### config.mk
export PLATFORM = sky130hd
export DESIGN_NAME = eth_rx_frame_ctrl
export DESIGN_NICKNAME = d
export VERILOG_FILES = /design/src/rtl/eth_rx_frame_ctrl.sv
export SDC_FILE = /design/constraint.sdc
export NUM_CORES = 1
export LEC_CHECK = 0
export ABC_AREA = 1
export BUFFER_PORTS_ARGS = -buffer_cell sky130_fd_sc_hd__buf_2
export CORE_MARGIN = 2
export CORE_UTILIZATION = 30
export CTS_BUF_LIST = sky130_fd_sc_hd__clkbuf_2 sky130_fd_sc_hd__clkbuf_4 sky130_fd_sc_hd__clkbuf_8
export DETAILED_ROUTE_END_ITERATION = 6
export GPL_TIMING_DRIVEN = 0
export PLACE_DENSITY = 0.6
export SYNTH_ARGS = -nofsm -noshare
export SYNTH_HDL_FRONTEND = slang
export SYNTH_SLANG_ARGS = --single-unit
export TNS_END_PERCENT = 100
### constraint.sdc
create_clock -name rx_clk -period 1.57 [get_ports rx_clk]
set_input_delay 0.0785 -clock rx_clk [delete_from_list [all_inputs] [get_ports rx_clk]]
set_output_delay 0.0785 -clock rx_clk [all_outputs]
set_load 0.05 [all_outputs]
### src/rtl/eth_rx_frame_ctrl.sv
// eth_rx_frame_ctrl: serial RX framing controller.
// Finds preamble/SFD, deserialises LSB-first bytes and classifies each frame.
module eth_rx_frame_ctrl #(
   parameter int MIN_PREAMBLE_BITS = 16,
   parameter int MIN_FRAME_BYTES   = 64,
   parameter int MAX_FRAME_BYTES   = 1518,
   parameter int LEN_W             = 11
) (
   input  logic             rx_clk,
   input  logic             rst,
   input  logic             rx_dv,
   input  logic             serial_in,
   output logic [7:0]       byte_out,
   output logic             byte_valid,
   output logic             sof,
   output logic             eof,
   output logic             frame_ok,
   output logic [1:0]       err_code,
   output logic [LEN_W-1:0] frame_len,
   output logic             busy
);

   typedef enum logic [1:0] {
      IDLE,
      PREAMBLE,
      DATA,
      DROP
   } state_t;

   localparam logic [7:0]       MIN_PRE = 8'(MIN_PREAMBLE_BITS);
   localparam logic [LEN_W-1:0] MIN_LEN = LEN_W'(MIN_FRAME_BYTES);
   localparam logic [LEN_W-1:0] MAX_LEN = LEN_W'(MAX_FRAME_BYTES);

   state_t           state_q;
   logic             armed_q;
   logic             prev_q;
   logic             started_q;
   logic             ovf_q;
   logic [7:0]       pre_cnt_q;
   logic [6:0]       shreg_q;
   logic [2:0]       bit_cnt_q;
   logic [LEN_W-1:0] byte_cnt_q;

   logic [7:0]       byte_out_q;
   logic             byte_valid_q;
   logic             sof_q;
   logic             eof_q;
   logic             frame_ok_q;
   logic [1:0]       err_code_q;
   logic [LEN_W-1:0] frame_len_q;

   logic [7:0]       new_byte;
   logic [1:0]       end_err;

   // Byte completed by the current bit and error class of a frame ending now.
   always_comb begin
      new_byte = {serial_in, shreg_q};
      end_err  = 2'd0;
      if (bit_cnt_q != 3'd0) begin
         end_err = 2'd3;
      end else if (byte_cnt_q < MIN_LEN) begin
         end_err = 2'd1;
      end
   end

   // Framing FSM with registered strobes and frame status.
   always_ff @(posedge rx_clk) begin
      if (rst) begin
         state_q      <= IDLE;
         armed_q      <= 1'b0;
         prev_q       <= 1'b0;
         started_q    <= 1'b0;
         ovf_q        <= 1'b0;
         pre_cnt_q    <= '0;
         shreg_q      <= '0;
         bit_cnt_q    <= '0;
         byte_cnt_q   <= '0;
         byte_out_q   <= '0;
         byte_valid_q <= 1'b0;
         sof_q        <= 1'b0;
         eof_q        <= 1'b0;
         frame_ok_q   <= 1'b0;
         err_code_q   <= '0;
         frame_len_q  <= '0;
      end else begin
         byte_valid_q <= 1'b0;
         sof_q        <= 1'b0;
         eof_q        <= 1'b0;
         unique case (state_q)
            IDLE: begin
               if (!rx_dv) begin
                  armed_q <= 1'b1;
               end else if (armed_q && serial_in) begin
                  state_q   <= PREAMBLE;
                  pre_cnt_q <= 8'd1;
                  prev_q    <= 1'b1;
               end
            end
            PREAMBLE: begin
               if (!rx_dv) begin
                  state_q <= IDLE;
                  armed_q <= 1'b1;
               end else if (serial_in != prev_q) begin
                  prev_q <= serial_in;
                  if (pre_cnt_q != 8'hFF) begin
                     pre_cnt_q <= pre_cnt_q + 8'd1;
                  end
               end else if (serial_in && (pre_cnt_q >= MIN_PRE)) begin
                  state_q    <= DATA;
                  bit_cnt_q  <= '0;
                  byte_cnt_q <= '0;
                  started_q  <= 1'b0;
                  ovf_q      <= 1'b0;
               end else begin
                  state_q   <= DROP;
                  started_q <= 1'b0;
                  ovf_q     <= 1'b0;
               end
            end
            DATA: begin
               if (!rx_dv) begin
                  eof_q       <= 1'b1;
                  frame_len_q <= byte_cnt_q;
                  err_code_q  <= end_err;
                  frame_ok_q  <= (end_err == 2'd0);
                  state_q     <= IDLE;
                  armed_q     <= 1'b1;
               end else begin
                  shreg_q   <= new_byte[7:1];
                  bit_cnt_q <= bit_cnt_q + 3'd1;
                  if (bit_cnt_q == 3'd7) begin
                     if (byte_cnt_q == MAX_LEN) begin
                        state_q <= DROP;
                        ovf_q   <= 1'b1;
                     end else begin
                        byte_out_q   <= new_byte;
                        byte_valid_q <= 1'b1;
                        sof_q        <= ~started_q;
                        started_q    <= 1'b1;
                        byte_cnt_q   <= byte_cnt_q + 1'b1;
                     end
                  end
               end
            end
            DROP: begin
               if (!rx_dv) begin
                  state_q <= IDLE;
                  armed_q <= 1'b1;
                  if (ovf_q) begin
                     eof_q       <= 1'b1;
                     err_code_q  <= 2'd2;
                     frame_ok_q  <= 1'b0;
                     frame_len_q <= MAX_LEN;
                     ovf_q       <= 1'b0;
                  end
               end
            end
            default: begin
               state_q <= IDLE;
            end
         endcase
      end
   end

   assign byte_out   = byte_out_q;
   assign byte_valid = byte_valid_q;
   assign sof        = sof_q;
   assign eof        = eof_q;
   assign frame_ok   = frame_ok_q;
   assign err_code   = err_code_q;
   assign frame_len  = frame_len_q;
   assign busy       = (state_q != IDLE);

endmodule
* Yosys cells after proc, flatten, opt, wreduce, memory -nomap -nowiden
Index checks and enable logic that the tools add are counted.
Storage, ports and cells: logic and storage cells 139, output and inout bits 26, bits of input ports 4, bits in registers 60
Cells by class: reductions and logical operators 23, $add $sub $neg 3, magnitude comparators 2, equality and inequality tests 25, bitwise operators 5, multiplexer cells 65
Operator list (number):
- $mux W11 | 9
- $pmux W11 S2 | 2
- $mux W8 | 5
- $ne A2 B2 Y1 const B | 15
- $mux W1 | 24
- $mux W2 | 12
- $reduce_and A6 Y1 | 3
- $pmux W8 S2 | 1
- $reduce_and A7 Y1 | 2
- $mux W3 | 4
- $add A11 B1 Y11 const B | 1
- $eq A11 B11 Y1 const B | 1
- $lt A11 B7 Y1 const B | 1
- $reduce_and A5 Y1 | 2
- $ne A3 B3 Y1 const B | 3
- $add A8 B1 Y8 const B | 1
- $ge A8 B5 Y1 const B | 1
- $ne A8 B8 Y1 const B | 1
- $pmux W1 S2 | 4
- $pmux W2 S4 | 1
- $reduce_and A4 Y1 | 2
- $reduce_bool A2 Y1 | 4
- $reduce_or A4 Y1 | 2
- $pmux W3 S2 | 1
- other kinds (13) | 21

* Logic depth before layout (Yosys ltp)
depth after elaboration 6, depth in mapped cells 13, mapped depth without buffers 12

* Worst setup path before layout
No wires, ideal clock.
kind reg2reg, start point register state_q[1], end point register byte_cnt_q[8], slack -0.078 ns, path buffers 1, cell stages (with the launch flop) 14, data required time 1.456 ns, data arrival time 1.534 ns, clock period less this slack 1.648 ns, library setup time 0.114 ns, cell sequence dfxtp_1 inv_1 ha_1 buf_6 nor2_4 inv_2 nand2_1 nand3_4 nor2_4 nand2_4 nand2_2 inv_2 nand2_1 nand2_1
On the way: cells in the longest elaborated chain, start to end 3, elaborated cells on any way between the ends 11, classes of those cells 8 x eq/ne; 1 x mux; 2 x reduce/logical
RTL lines:
- start, declared | RTL line 34 | state_t state_q;
- start signal, assigned | RTL line 69 | state_q <= IDLE;
- start signal, assigned | RTL line 94 | state_q <= PREAMBLE;
- start signal, assigned | RTL line 101 | state_q <= IDLE;
- $eq A2 B1 Y1 / $eq A2 B2 Y1 (equally long branches) | RTL line 89 | unique case (state_q)
- $ne A2 B2 Y1 (no source line) / $reduce_bool A2 Y1 (equally long branches)
- $reduce_and A7 Y1 (no source line)
- end signal, assigned | RTL line 140 | byte_cnt_q <= byte_cnt_q + 1'b1;
- end, declared | RTL line 42 | logic [LEN_W-1:0] byte_cnt_q;
Several ways; a longest one is shown, not always the timed one. A chain may end at the register's enable or synchronous reset.

* Final worst setup path
start point register state_q[1], end point register byte_cnt_q[1]
Same word-level chain as after synthesis.

==> run summary <==
Of all nets on the critical path, the largest fanout is 7. For the endpoint arrival time on the critical path, the log shows 1.87 ns. For the combined global-route utilization of all metal layers, the log shows 0.144. The later pin in the worst-skew pair is clocked with a latency of 0.36 ns. The average vias per placed instance came out at 4.64. Maximum operating frequency: 0.617 GHz.

The flow ran to the end, but the final reports show violations. The overall overflow remaining after global route is 0. In this run the core area contains 36 standard-cell rows.

STA classifies the critical path startpoint as a flop. TritonCTS built the clock tree. The run gives 2.55 mW as the net load switching power. For the area of the placeable core, the log shows 9820 um2.

The internal portion of the total power is 3.86 mW. The post-route fraction of the period consumed by the critical path is 1.03. The worst hold path begins at serial_in.

Critical path start-end classification: flop to flop. The hold-critical path depth is 3, and the power density over cell area is 1570 nW/um2. The post-synthesis share of cell area spent on xor and xnor gates was 0.00574. The count of unique library cells instantiated by Yosys came out at 28. Each instance of the synthesized netlist takes up on average 7.00 um2. The run gives 0 as the count of antenna diodes in the layout.

Summed over all failing endpoints, the final setup total negative slack is -0.305 ns. The checks that failed: setup timing. For the post-detailed-route DRC marker count, the log shows 0. Clock-pin slew was measured on the worst setup and hold paths at 0.07 ns. The final hold violation count was 0; the complex-gate fraction of the synthesized area was 0.126. For hold timing, the worst endpoint is byte_out[7].

For the number of buffers on the longest clock path, the log shows 2. For this design, the slowest cell found on the critical path is dfxtp_4. The tools report the least setup slack across all paths after layout as -0.0519 ns. The signal on the critical path passes through buf_6 > ha_4 > nor2_4 > inv_2 > nand2_4 > nand3_4 > nor2_4 > nand2_4 > nand2_4 > inv_6 > nand2_1 > nand2_1. The end-of-flow core utilization came out at 0.417.

The startpoint identified for the worst register-to-register timing path is state_q[1]. Horizontal die dimension: 105 um. The average wire length per cell after detail routing works out to 12.4 um.

STA classifies the critical path endpoint as a flop. The number of clock buffers added by TritonCTS is 9. The sequential-to-total area share from yosys stat was 0.394. The tools report the post-route total power as 6.40 mW. The adder-cell share of the synthesized area came out at 0.0492. The largest family of logic cells by synthesized area is simple AND/OR/NAND/NOR gates.

Entering global routing, the biggest net connects 11 pins. Leaving out filler cells and counting taps, the final layout contains 636. The buffers plus inverters on the worst setup path is 3, and the total number of vias is 2948. The smallest clock period supported by the final layout is computed as 1.62 ns.

The detailed router finished its first iteration with 77 violations. For this run, the slowest stage of the critical path takes 0.37 ns. The post-synthesis simple-gate area fraction works out to 0.324. Setup repair after global routing could not meet its margin everywhere. The number of antenna violations at the first check in global routing is 0. Synthesis produced a netlist with a net count of 452. The async set-or-reset flop fraction in the synthesized netlist is 0, and the final weighted congestion in routability-driven placement is 0.876. The clock drives 60 sinks. For this run, the leading register cell type out of synthesis is dfxtp_1. The clock share of power is 0.258, and the number of enable flip-flop cells after synthesis is 0. Summed over all layers, the routed wires come to 7880 um. The tools report the pre-CTS setup slack as -0.232 ns. The clock tree synthesis step divided the H-tree into 3 levels. Clock tree synthesis selected as its root buffer the cell clkbuf_8. The relative slew slack was 0.606; the worst clock skew was 0.00983 ns.

Input and output buffers added on the ports amount to 27. The number of search-and-repair iterations in the first detailed-routing pass came out at 5. The min-delay analysis places its worst path in the category input port to flop. The run gives 30 as the count of pins on the block boundary. The logs give 0 for the number of synthesis warnings and 1.74 nW for the leakage dissipation. The worst path required time was 1.82 ns; the number of hold-repair buffers added at the cts stage was 0. The slew at the pin closest to its max-slew limit was 0.591 ns; the part of the total power dissipated in combinational logic was 0.454. At the end of the flow, the number of nets in the layout was 514. Fill cells in the final layout number 1044. Setup violations remaining at the end of the flow were counted as 8.

In this design, the largest share of critical-path delay is due to simple AND/OR/NAND/NOR gates. Setup slack on the worst reg-to-reg path comes out at -0.05 ns. After detailed placement, the design holds a cell count of 596. The part of the total power dissipated in sequential elements came out at 0.289. The count of nets left with antenna violations once routing finished came out at 0. The tool flagged a number of max-cap violations equal to 0. The synthesized netlist occupies a cell area of 3050 um2. The peak supply drop is 0.606 mV.

Measured in cells, the most critical reg-to-reg path has a length of 12. The first global-routing pass estimated 12600 um of wire. The switching power share of the total came out at 0.398. The endpoint identified for the worst register-to-register timing path is byte_cnt_q[1]. The via count of the first global-routing pass is 2751, and the half-perimeter wire length after detailed placement is 5310 um. The mux cell area share after synthesis was 0; the die area was 11000 um2.

The register bit total from synthesis is 60, and the layout-stage area growth over the synthesis result is 34.1%. The gate count of the mapped netlist is 436, and the fraction of layout cells with a size suffix above 1 is 0.294. Sequential standard cell area: 1220 um2. From bottom edge to top edge, the die measures 105 um. The area taken by multi-input logic gates was 1790 um2. Among the stages of the critical path, the cell type that occurs most often is nand2_4. For the number of pins exceeding their max-slew limit in the final report, the log shows 0. The initial core utilization came out at 0.311.
## cell families (layout without fill, tap and decap cells)
logic type	after synthesis	in the layout
compound gates	74	74
xor+xnor	2	2
fa+ha+maj	12	12
simple gates	214	214
buf+inv	74	141
flops	60	60
## what timing repair did
action | in CTS | in global routing
setup endpoints to repair | 56 | 55
cloned | 1 | 0
setup buffers | 13 | 11
gates resized for setup | 47 | 50
pin swaps | 12 | 13
## power by group through the flow
stage	Combinational [mW]	Sequential (mW)	Clock, mW
after floorplan	1.37	2.08	0
after global placement	2.03	1.84	0
after detailed placement	2.05	1.85	0
after CTS	2.50	1.84	1.68
after global routing	3.17	1.87	1.75
final	2.90	1.85	1.65
## metrics by stage
step	hold WS, ns	area (um2)
2_1_floorplan	0.252	3060
3_3_place_gp	0.439	3360
3_5_place_dp	0.432	3360
4_1_cts	0.115	3840
5_1_grt	0.141	4090
6_report	0.105	4090
## per-layer routing
metal	wire length, um	track usage
met4	234	0.0752
met2	3660	0.226
met5	0	0
met3	337	0.0418
met1	3650	0.179
## layout make-up
class / count / share of cell area
plain buffers: 10 / 0.0177
clock buffers: 12 / 0.0404
clock inverters: 4 / 0.0171
inverters: 63 / 0.0630
multi-input cells: 302 / 0.438
flip-flops and latches: 60 / 0.298
well taps: 133 / 0.0407
repair buffers: 51 / 0.0838
repair inverters: 1 / 0.00183
## tightest hold or removal path: cells and delay by family
| kind | cells | cell delay (ns) |
|---|---|---|
| AOI/OAI and AO/OA | 1 | 0.07 |
| buffers and inverters | 2 | 0.27 |
## state kept, by name, summed over array words and instances, names as in the netlist, 2 cells and up
signal / cells
byte_cnt_q: 11
frame_len: 11
byte_out: 8
pre_cnt_q: 8
shreg_q: 7
bit_cnt_q: 3
err_code: 2
state_q: 2
## layout by cell type (no fill, tap or decap), types with 8 or more instances in the layout
master,n
a21oi_1,33
nand2_1,92
clkbuf_8,12
nand4_1,11
nand3_1,25
o21ai_0,21
o21ai_1,8
nand2_4,8
inv_1,51
buf_4,20
buf_2,28
nor2_1,40
nand2_2,9
dfxtp_1,53
## how the worst max path moves through the flow
| stage | from | endpoint | slack (ns) | cells after the start |
|---|---|---|---|---|
| floorplan | state_q[0] | ovf_q | 0.00004 | 8 |
| global placement | byte_cnt_q[0] | byte_out[3] | -0.22 | 9 |
| detailed placement | state_q[0] | byte_out[3] | -0.23 | 7 |
| CTS | state_q[1] | byte_cnt_q[7] | -0.06 | 13 |
| global route | state_q[1] | byte_cnt_q[1] | -0.15 | 12 |
| finish | state_q[1] | byte_cnt_q[1] | -0.05 | 12 |
## synthesized netlist by cell type (all sizes together) (3+ instances only)
cell | number | share of area
nor3 | 5 | 0.0082
nor2 | 50 | 0.070
clkbuf | 5 | 0.0062
ha | 12 | 0.049
o21ai | 35 | 0.061
nand3 | 33 | 0.068
inv | 63 | 0.077
a21oi | 38 | 0.062
buf | 6 | 0.018
nand2 | 110 | 0.14
dfxtp | 60 | 0.39
nor3b | 3 | 0.0074
nand4 | 11 | 0.023
(Power assumes the default switching activity.)
